===== config.mk =====
export PLATFORM = sky130hd
export DESIGN_NAME = nes_mapper
export DESIGN_NICKNAME = d
export VERILOG_FILES = /design/src/rtl/nes_mapper_pkg.sv /design/src/rtl/mmc1_loader.sv /design/src/rtl/nes_mapper.sv
export SDC_FILE = /design/constraint.sdc
export NUM_CORES = 1
export LEC_CHECK = 0
export BUFFER_PORTS_ARGS = -buffer_cell sky130_fd_sc_hd__buf_2
export CORE_MARGIN = 1.5
export CORE_UTILIZATION = 45
export CTS_BUF_LIST = sky130_fd_sc_hd__clkbuf_8
export DETAILED_ROUTE_END_ITERATION = 8
export GPL_TIMING_DRIVEN = 1
export PLACE_DENSITY = 0.78
export SLEW_MARGIN = 30
export SYNTH_ARGS = -nofsm -noshare
export SYNTH_HDL_FRONTEND = slang
export SYNTH_SLANG_ARGS = --single-unit

===== constraint.sdc =====
create_clock -name clock -period 1.8 [get_ports clock]
set_input_delay 0.27 -clock clock [delete_from_list [all_inputs] [get_ports clock]]
set_output_delay 0.27 -clock clock [all_outputs]
set_load 0.02 [all_outputs]

===== src/rtl/nes_mapper_pkg.sv =====
// Shared constants for the NES cartridge mapper: mapper modes,
// MMC1 mirroring encodings and MMC1 register indices.
package nes_mapper_pkg;

    localparam logic [1:0] MODE_NROM  = 2'd0;
    localparam logic [1:0] MODE_MMC1  = 2'd1;
    localparam logic [1:0] MODE_UXROM = 2'd2;
    localparam logic [1:0] MODE_CNROM = 2'd3;

    localparam logic [1:0] MIR_ONE_LO = 2'd0;
    localparam logic [1:0] MIR_ONE_HI = 2'd1;
    localparam logic [1:0] MIR_VERT   = 2'd2;
    localparam logic [1:0] MIR_HORZ   = 2'd3;

    localparam logic [1:0] REG_CTRL = 2'd0;
    localparam logic [1:0] REG_CHR0 = 2'd1;
    localparam logic [1:0] REG_CHR1 = 2'd2;
    localparam logic [1:0] REG_PRG  = 2'd3;

    localparam logic [4:0] CTRL_RESET = 5'h0C;

endpackage


===== src/rtl/mmc1_loader.sv =====
// MMC1 serial port: 5-write LSB-first shift loader with reset writes
// and suppression of back-to-back (read-modify-write) writes.
module mmc1_loader
    import nes_mapper_pkg::*;
(
    input  logic       clock,
    input  logic       reset,
    input  logic       ce_i,
    input  logic       wr_i,
    input  logic       en_i,
    input  logic       d7_i,
    input  logic       d0_i,
    input  logic [1:0] idx_i,
    output logic       ld_o,
    output logic       clr_o,
    output logic [1:0] idx_o,
    output logic [4:0] data_o
);

    logic [4:0] shift_q, shift_d;
    logic [2:0] count_q, count_d;
    logic       prev_q, prev_d;
    logic       take;
    logic       unused_ok;

    assign take      = en_i & wr_i & ~prev_q;
    assign idx_o     = idx_i;
    assign data_o    = {d0_i, shift_q[4:1]};
    assign unused_ok = shift_q[0];

    always_comb begin
        shift_d = shift_q;
        count_d = count_q;
        prev_d  = prev_q;
        ld_o    = 1'b0;
        clr_o   = 1'b0;
        // prev tracks only cycles the CPU actually executes
        if (ce_i) begin
            prev_d = wr_i;
        end
        if (take) begin
            if (d7_i) begin
                shift_d = '0;
                count_d = '0;
                clr_o   = 1'b1;
            end else if (count_q == 3'd4) begin
                shift_d = '0;
                count_d = '0;
                ld_o    = 1'b1;
            end else begin
                shift_d = {d0_i, shift_q[4:1]};
                count_d = count_q + 3'd1;
            end
        end
    end

    always_ff @(posedge clock or posedge reset) begin
        if (reset) begin
            shift_q <= '0;
            count_q <= '0;
            prev_q  <= 1'b0;
        end else begin
            shift_q <= shift_d;
            count_q <= count_d;
            prev_q  <= prev_d;
        end
    end

endmodule


===== src/rtl/nes_mapper.sv =====
// NES cartridge mapper covering NROM, MMC1, UxROM and CNROM boards;
// all bus outputs are combinational from the registers and inputs.
module nes_mapper
    import nes_mapper_pkg::*;
#(
    parameter int PRG_AW = 18,
    parameter int CHR_AW = 17
) (
    input  logic              clock,
    input  logic              reset,
    input  logic              ce,
    input  logic [1:0]        mode,
    input  logic              mirror_v,
    input  logic              chr_ram,
    input  logic [15:0]       cpu_a,
    input  logic [7:0]        cpu_d,
    input  logic              cpu_w,
    input  logic [13:0]       ppu_a,
    output logic [PRG_AW-1:0] prg_a,
    output logic [CHR_AW-1:0] chr_a,
    output logic              chr_we,
    output logic              nt_a10,
    output logic              prg_ram_en
);

    localparam int PB = PRG_AW - 14;
    localparam int CB = CHR_AW - 12;

    logic [4:0]    ctrl_q, chr0_q, chr1_q, prg_q;
    logic [7:0]    ubank_q, cbank_q;
    logic          wr, ld, clr;
    logic [1:0]    ld_idx;
    logic [4:0]    ld_data;
    logic [PB-1:0] pbank;
    logic [CB-1:0] cbank;
    logic          unused_ok;

    assign wr        = ce & cpu_w & cpu_a[15];
    assign unused_ok = ppu_a[13];

    mmc1_loader u_loader (
        .clock  (clock),
        .reset  (reset),
        .ce_i   (ce),
        .wr_i   (wr),
        .en_i   (mode == MODE_MMC1),
        .d7_i   (cpu_d[7]),
        .d0_i   (cpu_d[0]),
        .idx_i  (cpu_a[14:13]),
        .ld_o   (ld),
        .clr_o  (clr),
        .idx_o  (ld_idx),
        .data_o (ld_data)
    );

    always_ff @(posedge clock or posedge reset) begin
        if (reset) begin
            ctrl_q  <= CTRL_RESET;
            chr0_q  <= '0;
            chr1_q  <= '0;
            prg_q   <= '0;
            ubank_q <= '0;
            cbank_q <= '0;
        end else begin
            if (clr) begin
                ctrl_q <= ctrl_q | CTRL_RESET;
            end
            if (ld) begin
                unique case (ld_idx)
                    REG_CTRL: ctrl_q <= ld_data;
                    REG_CHR0: chr0_q <= ld_data;
                    REG_CHR1: chr1_q <= ld_data;
                    default:  prg_q  <= ld_data;
                endcase
            end
            if (wr && mode == MODE_UXROM) begin
                ubank_q <= cpu_d;
            end
            if (wr && mode == MODE_CNROM) begin
                cbank_q <= cpu_d;
            end
        end
    end

    // 16 KB PRG bank; bit 14 of cpu_a selects the $C000 half
    always_comb begin
        pbank = '0;
        unique case (ctrl_q[3:2])
            2'd2:    pbank = cpu_a[14] ? PB'(prg_q[3:0]) : '0;
            2'd3:    pbank = cpu_a[14] ? {PB{1'b1}} : PB'(prg_q[3:0]);
            default: pbank = PB'({prg_q[3:1], cpu_a[14]});
        endcase
    end

    always_comb begin
        cbank = '0;
        if (ctrl_q[4]) begin
            cbank = ppu_a[12] ? CB'(chr1_q) : CB'(chr0_q);
        end else begin
            cbank = CB'({chr0_q[4:1], ppu_a[12]});
        end
    end

    always_comb begin
        prg_a      = PRG_AW'(cpu_a[14:0]);
        chr_a      = CHR_AW'(ppu_a[12:0]);
        nt_a10     = mirror_v ? ppu_a[10] : ppu_a[11];
        prg_ram_en = 1'b1;
        chr_we     = chr_ram;
        unique case (mode)
            MODE_MMC1: begin
                prg_a      = {pbank, cpu_a[13:0]};
                chr_a      = {cbank, ppu_a[11:0]};
                prg_ram_en = ~prg_q[4];
                unique case (ctrl_q[1:0])
                    MIR_ONE_LO: nt_a10 = 1'b0;
                    MIR_ONE_HI: nt_a10 = 1'b1;
                    MIR_VERT:   nt_a10 = ppu_a[10];
                    default:    nt_a10 = ppu_a[11];
                endcase
            end
            MODE_UXROM: begin
                prg_a = cpu_a[14] ? {{PB{1'b1}}, cpu_a[13:0]}
                                  : {PB'(ubank_q), cpu_a[13:0]};
            end
            MODE_CNROM: begin
                chr_a = {CB'({cbank_q, ppu_a[12]}), ppu_a[11:0]};
            end
            default: begin
            end
        endcase
    end

endmodule


### Word-level counts from Yosys, hierarchy flattened

Cells that the tools add are included.

* logic and storage cells: 59
* latch bits: 0
* register bits: 37
* ROM bits: 0
* output and inout bits: 38
* bits of input ports: 46
* memories: 0
* memory bits (writable): 0

* shift-type cells: 0
* $add $sub $neg: 1
* equality and inequality tests: 10
* muxes and demuxes: 24
* reductions and logical operators: 8
* multipliers: 0
* bitwise gates (word level): 7
* $lt $le $gt $ge: 0
* div/mod/pow operators: 0

Operators with widths (number)
* $pmux 18 s2: 1
* $pmux 17 s2: 1
* $mux 5: 6
* $mux 18: 1
* $eq 2x2->1 const B: 6
* $mux 4: 3
* $mux 1: 8
* $pmux 4 s2: 1
* $eq 2x1->1 const B: 3
* $mux 3: 2
* $reduce_and 2->1: 3
* $and 1x1->1: 4
* $logic_not 2->1: 2
* $add 3x1->3 const B: 1
* $eq 3x3->1 const B: 1
* $not 1->1: 3
* $pmux 1 s3: 1
* $reduce_or 3->1: 1
* $logic_and 1x1->1: 2

### Longest topological paths before layout

* depth in word-level cells: 8
* gate-level depth with buffers: 7

### Hierarchy

A second synthesis with hierarchy kept.

* cell total of the unflattened synthesis: 173
* area total of the unflattened synthesis: 2019.4 um^2

By module, submodules not included
* nes_mapper: area an instance 1592.8 um^2, cells an instance 138, times used 1, seq. area each 703.2 um^2
* mmc1_loader: area an instance 426.7 um^2, cells an instance 35, times used 1, seq. area each 200.2 um^2

### Least setup slack after synthesis

Ideal clock, no wire load.

* path kind: flip-flop to flip-flop
* from: register u_loader.count_q[0]
* to: register chr1_q[0]
* arrival: 1741 ps
* stages on the path, launching flop included: 7
* library setup time: 125 ps
* data required time: 1675 ps
* setup slack: -66 ps
* period minus slack after synthesis: 1866 ps
* cells stage by stage: dfrtp_1 > inv_1 > ha_1 > nand4b_4 > or4b_1 > buf_2 > mux2_4

* longest elaborated chain between the ends: 5

Ends and longest elaborated chain
* start: declaration: line mmc1_loader.sv:21 `logic [2:0] count_q, count_d;`
* start signal: assignment: line mmc1_loader.sv:64 `count_q <= count_d;`
* $eq 3x3->1: line mmc1_loader.sv:46 `end else if (count_q == 3'd4) begin`
* $mux 1: line mmc1_loader.sv:46
* $mux 1: line mmc1_loader.sv:42 `if (d7_i) begin`
* $mux 1: line mmc1_loader.sv:41 `if (take) begin`
* $reduce_and 2->1 (no source line)
* end signal: assignment: line nes_mapper.sv:72 `REG_CHR1: chr1_q <= ld_data;`
* end: declaration: line nes_mapper.sv:29 `logic [4:0] ctrl_q, chr0_q, chr1_q, prg_q;`

Every way passes these cells.
A chain may end at the register's enable or synchronous reset.

### Final worst setup path

* from: register ctrl_q[3]
* to: output prg_a[17]

* longest elaborated chain between the ends: 3

Ends and longest elaborated chain
* start: declaration: line nes_mapper.sv:29
* start signal: assignment: line nes_mapper.sv:66 `ctrl_q <= ctrl_q | CTRL_RESET;`
* start signal: assignment: line nes_mapper.sv:70 `REG_CTRL: ctrl_q <= ld_data;`
* $eq 2x2->1: line nes_mapper.sv:88 `unique case (ctrl_q[3:2])`
* $pmux 4 s2 (*): line nes_mapper.sv:88
* $pmux 18 s2 (*): line nes_mapper.sv:110 `unique case (mode)`
* end: declaration: line nes_mapper.sv:19 `output logic [PRG_AW-1:0] prg_a,`

Mark *: on every way between the ends. The rest lies on a longest branch, timed or not.

==> flow_metrics.py <==
metrics = {
    "outcome": {
        "outcome": "finished, violations left",
        "violations": "negative setup slack",
    },
    "detailed_routing": {
        "wl_per_cell_um": 16.3,
        "drc_errors": 0,
        "wl_um": 4180,
        "dr.first_iter.drc_count": 35,
        "viasPerCell": 5.55,
        "drtAntennaViolNets": 0,
        "first_pass_iters": 4,
        "route.vias.total": 1422,
    },
    "logic_synthesis": {
        "ys_types": 35,
        "synth_area_um2": 2030,
        "yosysSeqAreaShare_pct": 44.5,
        "synth_adder_area_share_pct": 3.08,
        "synth-seq-cells": 36,
        "synth.area.mux_share_pct": 18.6,
        "synth_fp_nets": 230,
        "yosys.area_share.simple_pct": 10.2,
        "synth_top_family_by_area": "multiplexers",
        "synthCells": 179,
        "ys.warnings.count": 0,
        "synth_compound_area_share_pct": 11.0,
        "avgSynthCellArea_um2": 11.3,
        "synth_xor_xnor_area_share_pct": 0,
    },
    "placed_design": {
        "place_hpwl_um": 2910,
        "numPortBuffers": 31,
        "gp_congestion": 0.846,
    },
    "clock_network": {
        "cts-root-buf": "clkbuf_8",
        "cts.path.max_buffers": 2,
        "clk_pin_slew_worst_paths_ns": 0.08,
        "cts_tree": "done",
        "hold_buffers": 0,
        "numCtsBuffers": 5,
        "clk_latency_ns": 0.29,
        "htree_levels": 2,
        "cts_sinks": 36,
    },
    "die": {
        "fp.dieW_um": 70.1,
        "core_um2": 4350,
        "start_util_pct": 46.6,
        "num_io_pins": 84,
        "dieHeight_um": 70.1,
        "rows": 24,
        "die_area_um2": 4920,
    },
    "timing": {
        "finalHoldViolCount": 0,
        "fin_skew_ns": 0.00600,
        "layout_min_cycle_time_ns": 1.97,
        "setup_ws_ns": -0.170,
        "fin_crit_sh_pct": 109,
        "tightest_slew_ns": 0.485,
        "holdWs_ns": 0.0790,
        "drv_slew": 0,
        "setup_viol": 4,
        "rsz0062_at_grt": "true",
        "fmax_mhz": 508,
        "slew_headroom_pct": 67.7,
    },
    "global_route": {
        "busiest_layer": "met2",
        "grt_pass1_vias": 1503,
        "antenna_found_initial": 0,
        "grt_use_met2_pct": 29.9,
        "grt_pass1_wl_um": 7020,
        "grt_usage_pct": 18.2,
        "grt_overflow": 0,
        "met1_usage_pct": 22.8,
        "grt_start_max_net_pins": 37,
        "use_met3_pct": 5.63,
    },
    "worst_setup_path": {
        "slowest_delay_ns": 0.55,
        "crit_required_ns": 1.53,
        "worst_ep_arrival_time_ns": 1.70,
        "end_kind": "primary output",
        "r2r_cells": 5,
        "critical_path_class": "register to primary output",
        "worstSetupStartpointType": "register",
        "crit_fanout": 4,
        "r2r_slack_ns": 0.02,
        "slowest_stage": "dfstp_2",
        "worstPathCellList": "or3b_4 > a32oi_1 > a21oi_1 > buf_4",
        "r2r-end": "chr1_q[3]",
        "r2r-start": "u_loader.count_q[0]",
    },
    "cells_and_area": {
        "final_cell_mix": "dfrtp_1 (34), buf_2 (24), buf_4 (22)",
        "final_core_util_pct": 54.7,
        "layout.nets": 254,
        "n_antenna_cell": 0,
        "final_common_cell": "dfrtp_1",
        "area_delta_synth_final_pct": 17.4,
        "drive_gt1_share_pct": 50.0,
    },
    "worst_hold_path": {
        "hp-class": "primary input to async pin",
    },
    "job": {
        "drv_cap": 0,
    },
    "power": {
        "power_mw": 2.25,
        "ir_worst_vdd_mv": 0.394,
        "power_leakage_nw": 1.17,
        "powerDensity_nw_per_um2": 945,
    },
}
## how the worst max path moves through the flow
stage | start | end | slack [ns] | depth (start not counted)
6_report | ctrl_q[3] | prg_a[17] | -0.17 | 4
5_1_grt | ctrl_q[3] | prg_a[16] | -0.22 | 4
4_1_cts | ctrl_q[3] | prg_a[17] | -0.16 | 4
3_5_place_dp | mode[1] | chr1_q[3] | -0.1 | 7
3_3_place_gp | mode[1] | chr1_q[2] | -0.08 | 7
2_1_floorplan | mode[1] | chr1_q[0] | 0.02 | 7
## cell usage after synthesis (all sizes together)
cell    count  share of area (%)
and3        2               0.62
inv         9                1.7
o21ai      13                3.2
dfrtp      34                 42
a31oi       1               0.31
nand3       3               0.74
o41ai       1               0.43
nor3        3               0.74
dfstp       2                2.6
nand2b      1               0.31
a221oi      1               0.43
nor4        1               0.62
nand4b      2                1.6
or4bb       1               0.56
ha          5                3.1
clkbuf      1               0.18
nand2      12                2.2
a32oi       3                1.3
a22o        5                2.2
buf        30                 11
a21o        1               0.37
nand3b      1               0.37
o22a        2               0.86
or4         1               0.37
nor2b       1               0.31
a211oi      2               0.74
or3b        3                1.3
or4b        1               0.49
mux2       30                 18
mux2i       2               0.99
a21oi       5                1.2
## repair_timing
action,in CTS,in global routing
gates cloned,0,0
setup buffers,4,1
pin swaps,9,1
setup endpoints to repair,13,25
gates resized for setup,9,15
## kinds of logic after synthesis
family | Yosys count
DFF | 36
buffers and inverters | 40
muxes | 32
adders and majority gates | 5
AOI/OAI and AO/OA | 34
and+or+nand+nor | 32
## through the flow
stage / TNS (ns) / std cells / cell area [um^2] / setup slack, ns
final: -0.567 / 256 / 2380 / -0.170
after global placement: -0.579 / 244 / 2140 / -0.0775
after CTS: -0.581 / 256 / 2320 / -0.159
after floorplan: 0 / 179 / 2040 / 0.0186
after global routing: -0.853 / 256 / 2380 / -0.224
after detailed placement: -0.675 / 244 / 2140 / -0.0962
## power breakdown
group	leakage (nW)	switching, mW	internal [mW]
registers	0.474	0.0625	0.899
clock network	0.0645	0.300	0.489
logic	0.635	0.227	0.272
total	1.17	0.590	1.66
## routing by layer
layer  wire length (um)  up-vias
met4                 38        0
met5                  0        -
met1               1930      707
li1                   -      662
met2               2010       47
met3                207        6
## area by class of cell
type	instances	area [um^2]
flip-flops and latches	36	903
clock buffers	7	96.3
clock inverters	1	30.0
inverters	9	33.8
well taps	52	65.1
multi-input cells	103	945
fillers	372	1970
repair buffers	48	308
## critical path, delay by kind of cell (launching register included)
kind | cells | cell delay [ns]
compound gates | 2 | 0.29
buf+inv | 1 | 0.17
flops | 1 | 0.55
simple gates | 1 | 0.40
## registers in the layout, indices dropped and copies added (netlist names)
name              count
chr0_q                5
chr1_q                5
ctrl_q                5
prg_q                 5
cbank_q               4
u_loader.shift_q      4
ubank_q               4
u_loader.count_q      3
u_loader.prev_q       1
No activity file was read; power rests on OpenSTA's default activity.
